===== config.mk =====
export PLATFORM = sky130hd
export DESIGN_NAME = dmem_loader
export DESIGN_NICKNAME = d
export VERILOG_FILES = /design/src/rtl/dmem_loader_pkg.sv /design/src/rtl/dmem_loader_word_assembler.sv /design/src/rtl/dmem_loader.sv
export SDC_FILE = /design/constraint.sdc
export NUM_CORES = 1
export LEC_CHECK = 0
export CORE_MARGIN = 2
export CORE_UTILIZATION = 52
export DETAILED_ROUTE_END_ITERATION = 7
export PLACE_DENSITY_LB_ADDON = 0.2
export SLEW_MARGIN = 10
export SYNTH_ARGS = -nofsm -noshare
export SYNTH_HDL_FRONTEND = slang
export SYNTH_HIERARCHICAL = 1
export SYNTH_SLANG_ARGS = --single-unit

===== constraint.sdc =====
create_clock -name clock -period 3.8 [get_ports clock]
set_clock_uncertainty 0.05 [all_clocks]
set_input_delay 0.57 -clock clock [delete_from_list [all_inputs] [get_ports clock]]
set_output_delay 0.57 -clock clock [all_outputs]
set_load 0.005 [all_outputs]

===== src/rtl/dmem_loader_pkg.sv =====
// Shared definitions for the data-memory loader.
// Loader FSM encoding, word geometry and count clamping.
package dmem_loader_pkg;

  localparam int BYTES_PER_WORD = 4;
  localparam int BCNT_W = $clog2(BYTES_PER_WORD);

  typedef enum logic [1:0] {
    ST_IDLE,
    ST_COLLECT,
    ST_WRITE,
    ST_DONE
  } ld_state_e;

  // Requested counts above capacity load a full memory.
  function automatic logic [14:0] clamp_count(
    input logic [14:0] req,
    input int unsigned max_words
  );
    if (32'(req) > max_words)
      return 15'(max_words);
    return req;
  endfunction

endpackage


===== src/rtl/dmem_loader_word_assembler.sv =====
// Little-endian byte-to-word assembler.
// Counts bytes in a word and flags the fourth one.
module word_assembler
  import dmem_loader_pkg::*;
(
  input  logic        clock,
  input  logic        reset,
  input  logic        i_clear,
  input  logic        i_byte_en,
  input  logic [7:0]  i_byte,
  output logic [31:0] o_word,
  output logic        o_complete
);

  logic [31:0]       r_shift;
  logic [BCNT_W-1:0] r_cnt;
  logic [31:0]       w_next;
  logic              w_last;

  // New bytes enter at the top so byte 0 ends in [7:0].
  assign w_next = {i_byte, r_shift[31:8]};
  assign w_last = (r_cnt == BCNT_W'(BYTES_PER_WORD - 1));

  // The word is complete in the same cycle its last byte arrives.
  assign o_word     = w_next;
  assign o_complete = i_byte_en & w_last;

  // Shift register and byte counter; clear drops a partial word.
  always_ff @(posedge clock) begin
    if (reset || i_clear) begin
      r_shift <= '0;
      r_cnt   <= '0;
    end else if (i_byte_en) begin
      r_shift <= w_next;
      r_cnt   <= w_last ? '0 : r_cnt + 1'b1;
    end
  end

endmodule


===== src/rtl/dmem_loader.sv =====
// Streams bytes into 32-bit words and writes them to dmemory32.
// FSM, counters and address generation; outputs are registered.
module dmem_loader
  import dmem_loader_pkg::*;
#(
  parameter logic [31:0] BASE_ADDR = 32'h0000_0000,
  parameter int unsigned MAX_WORDS = 16384
) (
  input  logic        clock,
  input  logic        reset,
  input  logic        start,
  input  logic [14:0] wordCount,
  input  logic        byteValid,
  input  logic [7:0]  byteData,
  output logic        byteReady,
  output logic        memWrite,
  output logic [31:0] address,
  output logic [31:0] writeData,
  output logic        busy,
  output logic        done
);

  ld_state_e   r_state;
  logic [14:0] r_count;
  logic [14:0] r_idx;
  logic        r_byte_ready;
  logic        r_mem_write;
  logic [31:0] r_address;
  logic [31:0] r_write_data;
  logic        r_busy;
  logic        r_done;

  logic        w_accept;
  logic        w_start_ok;
  logic [31:0] w_word;
  logic        w_complete;
  logic        w_last_word;

  assign w_accept    = byteValid & r_byte_ready;
  assign w_start_ok  = start & (r_state == ST_IDLE);
  assign w_last_word = (r_idx == 15'(r_count - 15'd1));

  word_assembler u_asm (
    .clock      (clock),
    .reset      (reset),
    .i_clear    (w_start_ok),
    .i_byte_en  (w_accept),
    .i_byte     (byteData),
    .o_word     (w_word),
    .o_complete (w_complete)
  );

  // Loader FSM with registered handshake and memory outputs.
  always_ff @(posedge clock) begin
    if (reset) begin
      r_state      <= ST_IDLE;
      r_count      <= '0;
      r_idx        <= '0;
      r_byte_ready <= 1'b0;
      r_mem_write  <= 1'b0;
      r_address    <= '0;
      r_write_data <= '0;
      r_busy       <= 1'b0;
      r_done       <= 1'b0;
    end else begin
      unique case (r_state)
        ST_IDLE: begin
          if (start) begin
            r_count <= clamp_count(wordCount, MAX_WORDS);
            r_idx   <= '0;
            r_busy  <= 1'b1;
            if (wordCount == 15'd0) begin
              r_state <= ST_DONE;
              r_done  <= 1'b1;
            end else begin
              r_state      <= ST_COLLECT;
              r_byte_ready <= 1'b1;
            end
          end
        end
        ST_COLLECT: begin
          if (w_complete) begin
            r_state      <= ST_WRITE;
            r_byte_ready <= 1'b0;
            r_mem_write  <= 1'b1;
            r_address    <= BASE_ADDR + (32'(r_idx) << 2);
            r_write_data <= w_word;
          end
        end
        ST_WRITE: begin
          r_mem_write <= 1'b0;
          if (w_last_word) begin
            r_state <= ST_DONE;
            r_done  <= 1'b1;
          end else begin
            r_idx        <= r_idx + 15'd1;
            r_state      <= ST_COLLECT;
            r_byte_ready <= 1'b1;
          end
        end
        ST_DONE: begin
          r_done  <= 1'b0;
          r_busy  <= 1'b0;
          r_state <= ST_IDLE;
        end
        default: begin
          r_state <= ST_IDLE;
        end
      endcase
    end
  end

  assign byteReady = r_byte_ready;
  assign memWrite  = r_mem_write;
  assign address   = r_address;
  assign writeData = r_write_data;
  assign busy      = r_busy;
  assign done      = r_done;

endmodule

# [After elaboration in Yosys (flattened, before gate mapping)]
# Cells that the tools add are included.
[totals] latch_bits=0 ramBits=0 reg_bits=117 mem_count=0 elab_cells=73 mem_bits_ro=0 in_bits=27
[classes] add_sub_neg=3 div=0 bitwise_logic=3 muxes=28 reduce_logical=16 shifts=0 order_cmp=1 eq_ne=11 n_mul=0
[op_table] operator="15-bit 2-to-1 mux" count=4
[op_table] operator="15-bit case mux with 2 select lines" count=1
[op_table] operator="15-bit by 1-bit adder with 15-bit output, second input constant" count=1
[op_table] operator="15-bit equality test" count=1
[op_table] operator="15-bit > comparator, second input constant" count=1
[op_table] operator="15-bit zero test" count=1
[op_table] operator="15-bit by 1-bit subtractor with 15-bit output, second input constant" count=1
[op_table] operator="1-bit 2-to-1 mux" count=13
[op_table] operator="2-bit 2-to-1 mux" count=5
[op_table] operator="2-bit AND reduction" count=5
[op_table] operator="2-bit inequality test, second input constant" count=4
[op_table] operator="2-bit case mux with 4 select lines" count=1
[op_table] operator="2-bit equality test, second input constant" count=3
[op_table] operator="1-bit case mux with 3 select lines" count=2
[op_table] operator="2-bit nonzero test" count=3
[op_table] operator="3-bit nonzero test" count=2
[op_table] operator="5-bit AND reduction" count=1
[op_table] operator="2-bit by 1-bit inequality test with 1-bit output, second input constant" count=2
[op_table] operator="1-bit case mux with 2 select lines" count=2
[op_table] operator="4-bit AND reduction" count=1
[op_table] operator="1-bit AND" count=3
[op_table] operator="3-bit AND reduction" count=1
[op_table] operator="2-bit by 1-bit adder with 2-bit output, second input constant" count=1
[op_table] operator="2-bit by 1-bit equality test with 1-bit output, second input constant" count=1
[op_table] operator="2 further kinds" count=2

# [Depth between registers and ports, before layout]
[logic_depth] ltp_word=6 depth_mapped=11

# [Hierarchy]
# The synthesis kept the hierarchy.
[modules_own_cells] module="dmem_loader" instances=1 area_each_um2=3970.1 cells_per_inst=497
[modules_own_cells] module="word_assembler" instances=1 area_each_um2=1011.0 cells_per_inst=96

# [Worst setup path after synthesis]
# No wires, ideal clock.
[synth_path] path_type="reg-to-reg" start="register r_count[0]" end="register r_idx[3]" path_buffers=0 stages_incl_launch_ff=11 slack_ns=1.029 arrival_ns=2.662 setup_ns=0.059 required_ns=3.691 period_less_slack_ns=2.771 path_cell_list="dfxtp_1 inv_1 ha_1 nor3b_2 nand2_1 mux2_2 a311o_1 and3_1 a31o_2 or4_1 nand2_1"
[synth_via] elab_chain_cells=4
[synth_lines] element="from (decl)" line_no="dmem_loader.sv:24" rtl="logic [14:0] r_count;"
[synth_lines] element="from (signal assigned)" line_no="dmem_loader.sv:69" rtl="r_count <= clamp_count(wordCount, MAX_WORDS);"
[synth_lines] element="15-bit by 1-bit subtractor with 15-bit output" line_no="dmem_loader.sv:41" rtl="assign w_last_word = (r_idx == 15'(r_count - 15'd1));"
[synth_lines] element="15-bit equality test" line_no="dmem_loader.sv:41"
[synth_lines] element="2-bit inequality test (no source line)"
[synth_lines] element="3-bit AND reduction (no source line)"
[synth_lines] element="to (signal assigned)" line_no="dmem_loader.sv:96" rtl="r_idx <= r_idx + 15'd1;"
[synth_lines] element="to (decl)" line_no="dmem_loader.sv:25" rtl="logic [14:0] r_idx;"
# No other way between the ends.
# A chain may end at the register's enable or synchronous reset.

# [Final worst setup path]
[layout_path] start="register r_count[0]" end="register r_idx[9]"
# Same word-level chain as after synthesis.

==> results.txt <==
Register area share after synthesis = 43.8%
Final GP Congestion = 0.891
Slowest CP cell = nor3b_2
Final period util = 87.9%
Reg clk slew, reported paths = 110 ps
R2R depth = 10
Max clock buf depth = 2
Level count of the clock H-tree = 3
Critical path fanouts, max = 16
Vias in the first global route = 3790
Area added between synthesis and finish = 17.7%
Largest net degree at the start of global routing = 63
RSZ-0062 raised after global routing = no
Placed cell area = 5640 um2
Initial core utilization = 53.7%
Die Y = 102 um
FF-to-FF End = r_idx[9]
Critical Path End = r_idx[9]
Cell Pwr Density = 367 nW/um2
Setup_tns = 0 ps
Synth area leader = dfxtp_1
Req. time, crit path = 4050 ps
FP Rows = 35
Syn. warnings = 6
CP Cell Sequence = inv_1 > ha_1 > nor3b_2 > nand2_1 > mux2_2 > a311o_1 > and3_1 > a31oi_4 > or3b_1 > a21oi_1
Crit path largest cell delay = 460 ps
DP Cell Count = 754
Post-synth top flop = dfxtp_1
Final WS setup = 460 ps
Slew HR = 26.8%
Netlist cell types = 65
Min Tclk post-route = 3340 ps
Critical path's top delay family = simple AND/OR/NAND/NOR gates
Core area = 9280 um2
Per-cell routed wire length = 14.9 um
Least-Margin Pin Slew = 1100 ps
Vias per cell = 5.38
CTS Root Cell = clkbuf_8
Maxcap violations = 0
Number of flops mapped to enable cells by yosys = 0
Layout cells sized above 1 = 6.55%
Cts repair resizes = 0
Initial antenna violation count = 0
Clk Latency, worst-skew pair = 370 ps
Max rail drop VDD = 0.201 mV
Post-Layout Cell Count = 770
Antenna Nets Post-Route = 0
Final Hold Viols = 0
Antenna cells = 0
Place WS = 558 ps
Critical path buffer and inverter count = 1
Filler cell count = 826
DRT Pass-1 Iters = 5
Worst Hold Class = reg2reg
Drt initial violations = 227
DIE AREA = 10400 um2
Ys async rst share = 0%
Launching point of the worst reg2reg path = r_count[0]
CP Class = reg2reg
WL final = 11500 um
Layout net count = 666
Die X = 102 um
Syn_area_per_cell = 8.40 um2
Status = finished clean
GRT Total Usage = 23.2%
Total grt overflow = 0
Max-slew violations = 0
Final setup viols = 0
Most frequent cells after synthesis = nand2_1 (118), dfxtp_1 (109), a21oi_1 (63)
Postcts setup bufs = 0
Area share of the largest cell type after synthesis = 43.8%
Final core utilization = 63.1%
First-pass GRT wire length = 19000 um
CTS tree = done
I/O pins = 95
Peak Freq = 299 MHz
PortBufs = 77
Sink Count = 109
Via count = 4140
Synthesized netlist cell count = 593
Pleak = 2.11 nW
Arr. time, crit path = 3590 ps
Final Instance Area = 5860 um2
Critical path depth = 10
# DRC = 0
Yosys reg bits = 109
Worst setup EP type = flop
Reg2Reg Setup Slack = 460 ps
Count leader, synth = nand2_1
Worst setup path startpoint = r_count[0]
Hold buffer count at CTS = 0
Ranking of synthesized cells by area = dfxtp_1 (44%), nand2_1 (8.9%), a21oi_1 (6.3%), mux2i_1 (6.0%), buf_4 (4.2%)
Syn Std Cell Area = 4980 um2
Post-DP HPWL = 8110 um
Crit path launch type = flop
CTS Buf Count = 9
worst register-to-register path, delay by kind of cell (launching register included):
kind | cells | cell delay [ps]
compound gates | 3 | 900
flops | 1 | 380
fa+ha+maj | 1 | 290
mux | 1 | 300
buf+inv | 1 | 90
simple gates | 4 | 1250
state kept, by name, indices dropped and copies added (netlist names):
signal	count
r_state	2
address	15
busy	1
memWrite	1
writeData	32
u_asm/r_shift	24
r_idx	15
done	1
r_count	15
u_asm/r_cnt	2
byteReady	1
logic make-up (layout without fill, tap and decap cells):
logic type / Yosys count / in the layout / share of synthesized area (%)
other: 1 / 17 / 0.0753
AO/OA/AOI/OAI: 120 / 120 / 15.6
XOR/XNOR: 15 / 15 / 2.64
buffers and inverters: 76 / 108 / 8.39
AND/OR/NAND/NOR: 237 / 237 / 22.3
adder cells (fa/ha/maj): 3 / 3 / 0.754
flip-flops: 109 / 109 / 43.8
multiplexers: 32 / 32 / 6.48
layout make-up:
| class | count | area (um2) | area share [%] |
|---|---|---|---|
| Clock inverter | 7 | 100 | 1.71 |
| Clock buffer | 9 | 124 | 2.11 |
| Inverter | 7 | 26.3 | 0.448 |
| Tap cell | 129 | 161 | 2.75 |
| Timing Repair Buffer | 85 | 826 | 14.1 |
| Sequential cell | 109 | 2180 | 37.2 |
| Multi-Input combinational cell | 424 | 2440 | 41.7 |
how the worst min path moves through the flow:
| stage | from | end | slack (ps) | depth (start not counted) |
|---|---|---|---|---|
| after global placement | writeData[26] | writeData[26] | 390 | 2 |
| after floorplan | u_asm/r_shift[8] | writeData[0] | 380 | 2 |
| after detailed placement | address[7] | address[7] | 400 | 2 |
| after CTS | address[7] | address[7] | 410 | 2 |
| final | address[2] | address[2] | 410 | 2 |
| after global routing | address[7] | address[7] | 430 | 2 |
per-layer routing:
metal  track usage (%)  wire length (um)  vias to the layer above
li1                  -                 -                     2067
met3              3.35               468                       10
met5                 0                 0                        -
met4              7.08               110                        0
met2              35.3              5270                      104
met1              34.2              5640                     1959
metrics by stage:
step | hold WS [ps] | power [mW]
floorplan | 381 | 1.36
global placement | 393 | 1.40
detailed placement | 396 | 1.40
CTS | 412 | 2.16
global route | 428 | 2.23
finish | 409 | 2.15
where the power goes:
group          switching [mW]  leakage (nW)  internal, mW  total, mW
clock network           0.440         0.114         0.330      0.770
registers              0.0185         0.880          1.15       1.17
logic                   0.113          1.12        0.0938      0.207
total                   0.571          2.11          1.58       2.15
layout by cell type (no fill, tap or decap), types with 7 or more instances in the layout:
cell type / Yosys / final
buf_4: 28 / 8
xor2_1: 8 / 8
nor2b_1: 7 / 7
a21oi_1: 63 / 63
dfxtp_1: 109 / 109
xnor2_1: 7 / 7
nand2_1: 118 / 118
mux2i_1: 30 / 30
inv_1: 7 / 7
o21ai_0: 10 / 10
nor2_1: 50 / 50
conb_1: 1 / 17
clkbuf_8: 0 / 9
a22o_1: 11 / 11
clkdlybuf4s50_1: 0 / 76
(Power assumes the default switching activity.)
==> edit (same settings) <==
Reset style: asynchronous (`reset`), changed in one clocked block.
--- a/src/rtl/dmem_loader.sv
+++ b/src/rtl/dmem_loader.sv
@@ -51,7 +51,7 @@
   );
 
   // Loader FSM with registered handshake and memory outputs.
-  always_ff @(posedge clock) begin
+  always_ff @(posedge clock or posedge reset) begin
     if (reset) begin
       r_state      <= ST_IDLE;
       r_count      <= '0;
Formal check against the unedited RTL: differs if reset is asserted again (counterexample within 4 cycles, from zero or initial values and one cycle with reset high); with reset held inactive, the same outputs for 10 cycles.
==> edit against the original RTL <==
Routed wire length decreased by 6.0%. Non-clock buffer count down 1. Design area increased by 3.8%. Setup slack lost 0.089 ns. Area after synthesis increased by 2.1%. Count of clock-buffer cells in the layout unchanged. Sequential cell count unchanged.
Power is not compared: it rests on default switching activity, and its combinational part moved more than twofold at a synthesized area within 25%.
==> edit: results <==
metrics = {
    "drt": {
        "wl_mm": 10.8,
        "drtPass1Iterations": 4,
        "route.met3.wl_um": 608,
        "drt-met1-wl_mm": 4.65,
    },
    "cells_and_area": {
        "n_all_buffers": 84,
        "layout.nets": 562,
        "fin_cells": 670,
        "multi_input_area_um2": 2230,
        "regArea_um2": 2600,
    },
    "grt": {
        "grt_pass1_wl_mm": 17.6,
        "track_usage_pct": 21.4,
        "use_met2_pct": 34.6,
        "gr-usage-met3_pct": 6.85,
        "grt_start_max_net_pins": 51,
    },
    "logic_synthesis": {
        "synthArstFlopShare_pct": 76.1,
        "synth_compound_area_share_pct": 8.71,
        "synthMuxAreaShare_pct": 15.5,
        "syn_inst": 467,
        "synth_seq_area_share_pct": 51.1,
        "synth_fa_ha_area_share_pct": 0.738,
        "synth_commonest_cells": "dfrtp_1, mux2_2, nor2_1, nand2_1, mux2i_1",
    },
    "critical_path": {
        "critical-path-max-stage-delay_ns": 0.55,
        "cpMaxStageDelayCell": "or4b_4",
        "worstPathArrival_ns": 3.64,
    },
    "outcome": {
        "status": "complete, no violations",
    },
    "placed_design": {
        "finalWeightedCongestion": 0.939,
        "pre_cts_slack_ns": 0.407,
        "dpl.cell_count": 654,
    },
}
## edit: cell types whose count changed after synthesis, moves of 5 or more
cell      unedited run  this run
a21oi_1             63        13
buf_1                7         1
clkbuf_1            27        10
dfrtp_1              0        83
dfxtp_1            109        26
mux2_2               2        44
nand2_1            118        33
nor2_1              50        43
nor2b_1              7         1
o21ai_0             10        16
o31ai_1              0         5
## edit: path summary, 6_finish.rpt
kind                            start           end  slack [ns]  depth (start not counted)
setup / recovery           r_count[0]      r_idx[0]        0.37                          9
hold / removal             address[7]    address[7]        0.44                          2
setup reg to reg           r_count[0]      r_idx[0]        0.37                          9
hold reg to reg            address[7]    address[7]        0.44                          2
max in group asynchronous       reset      r_idx[5]        2.29                          3
min in group asynchronous       reset  writeData[7]        0.64                          2
## edit: worst max-delay path, delay by kind of cell (launching register included)
kind / cells / cell delay, ns
adder cells (fa/ha/maj): 1 / 0.22
multiplexers: 1 / 0.33
flip-flops: 1 / 0.42
buffers and inverters: 1 / 0.11
AND/OR/NAND/NOR: 6 / 2.20
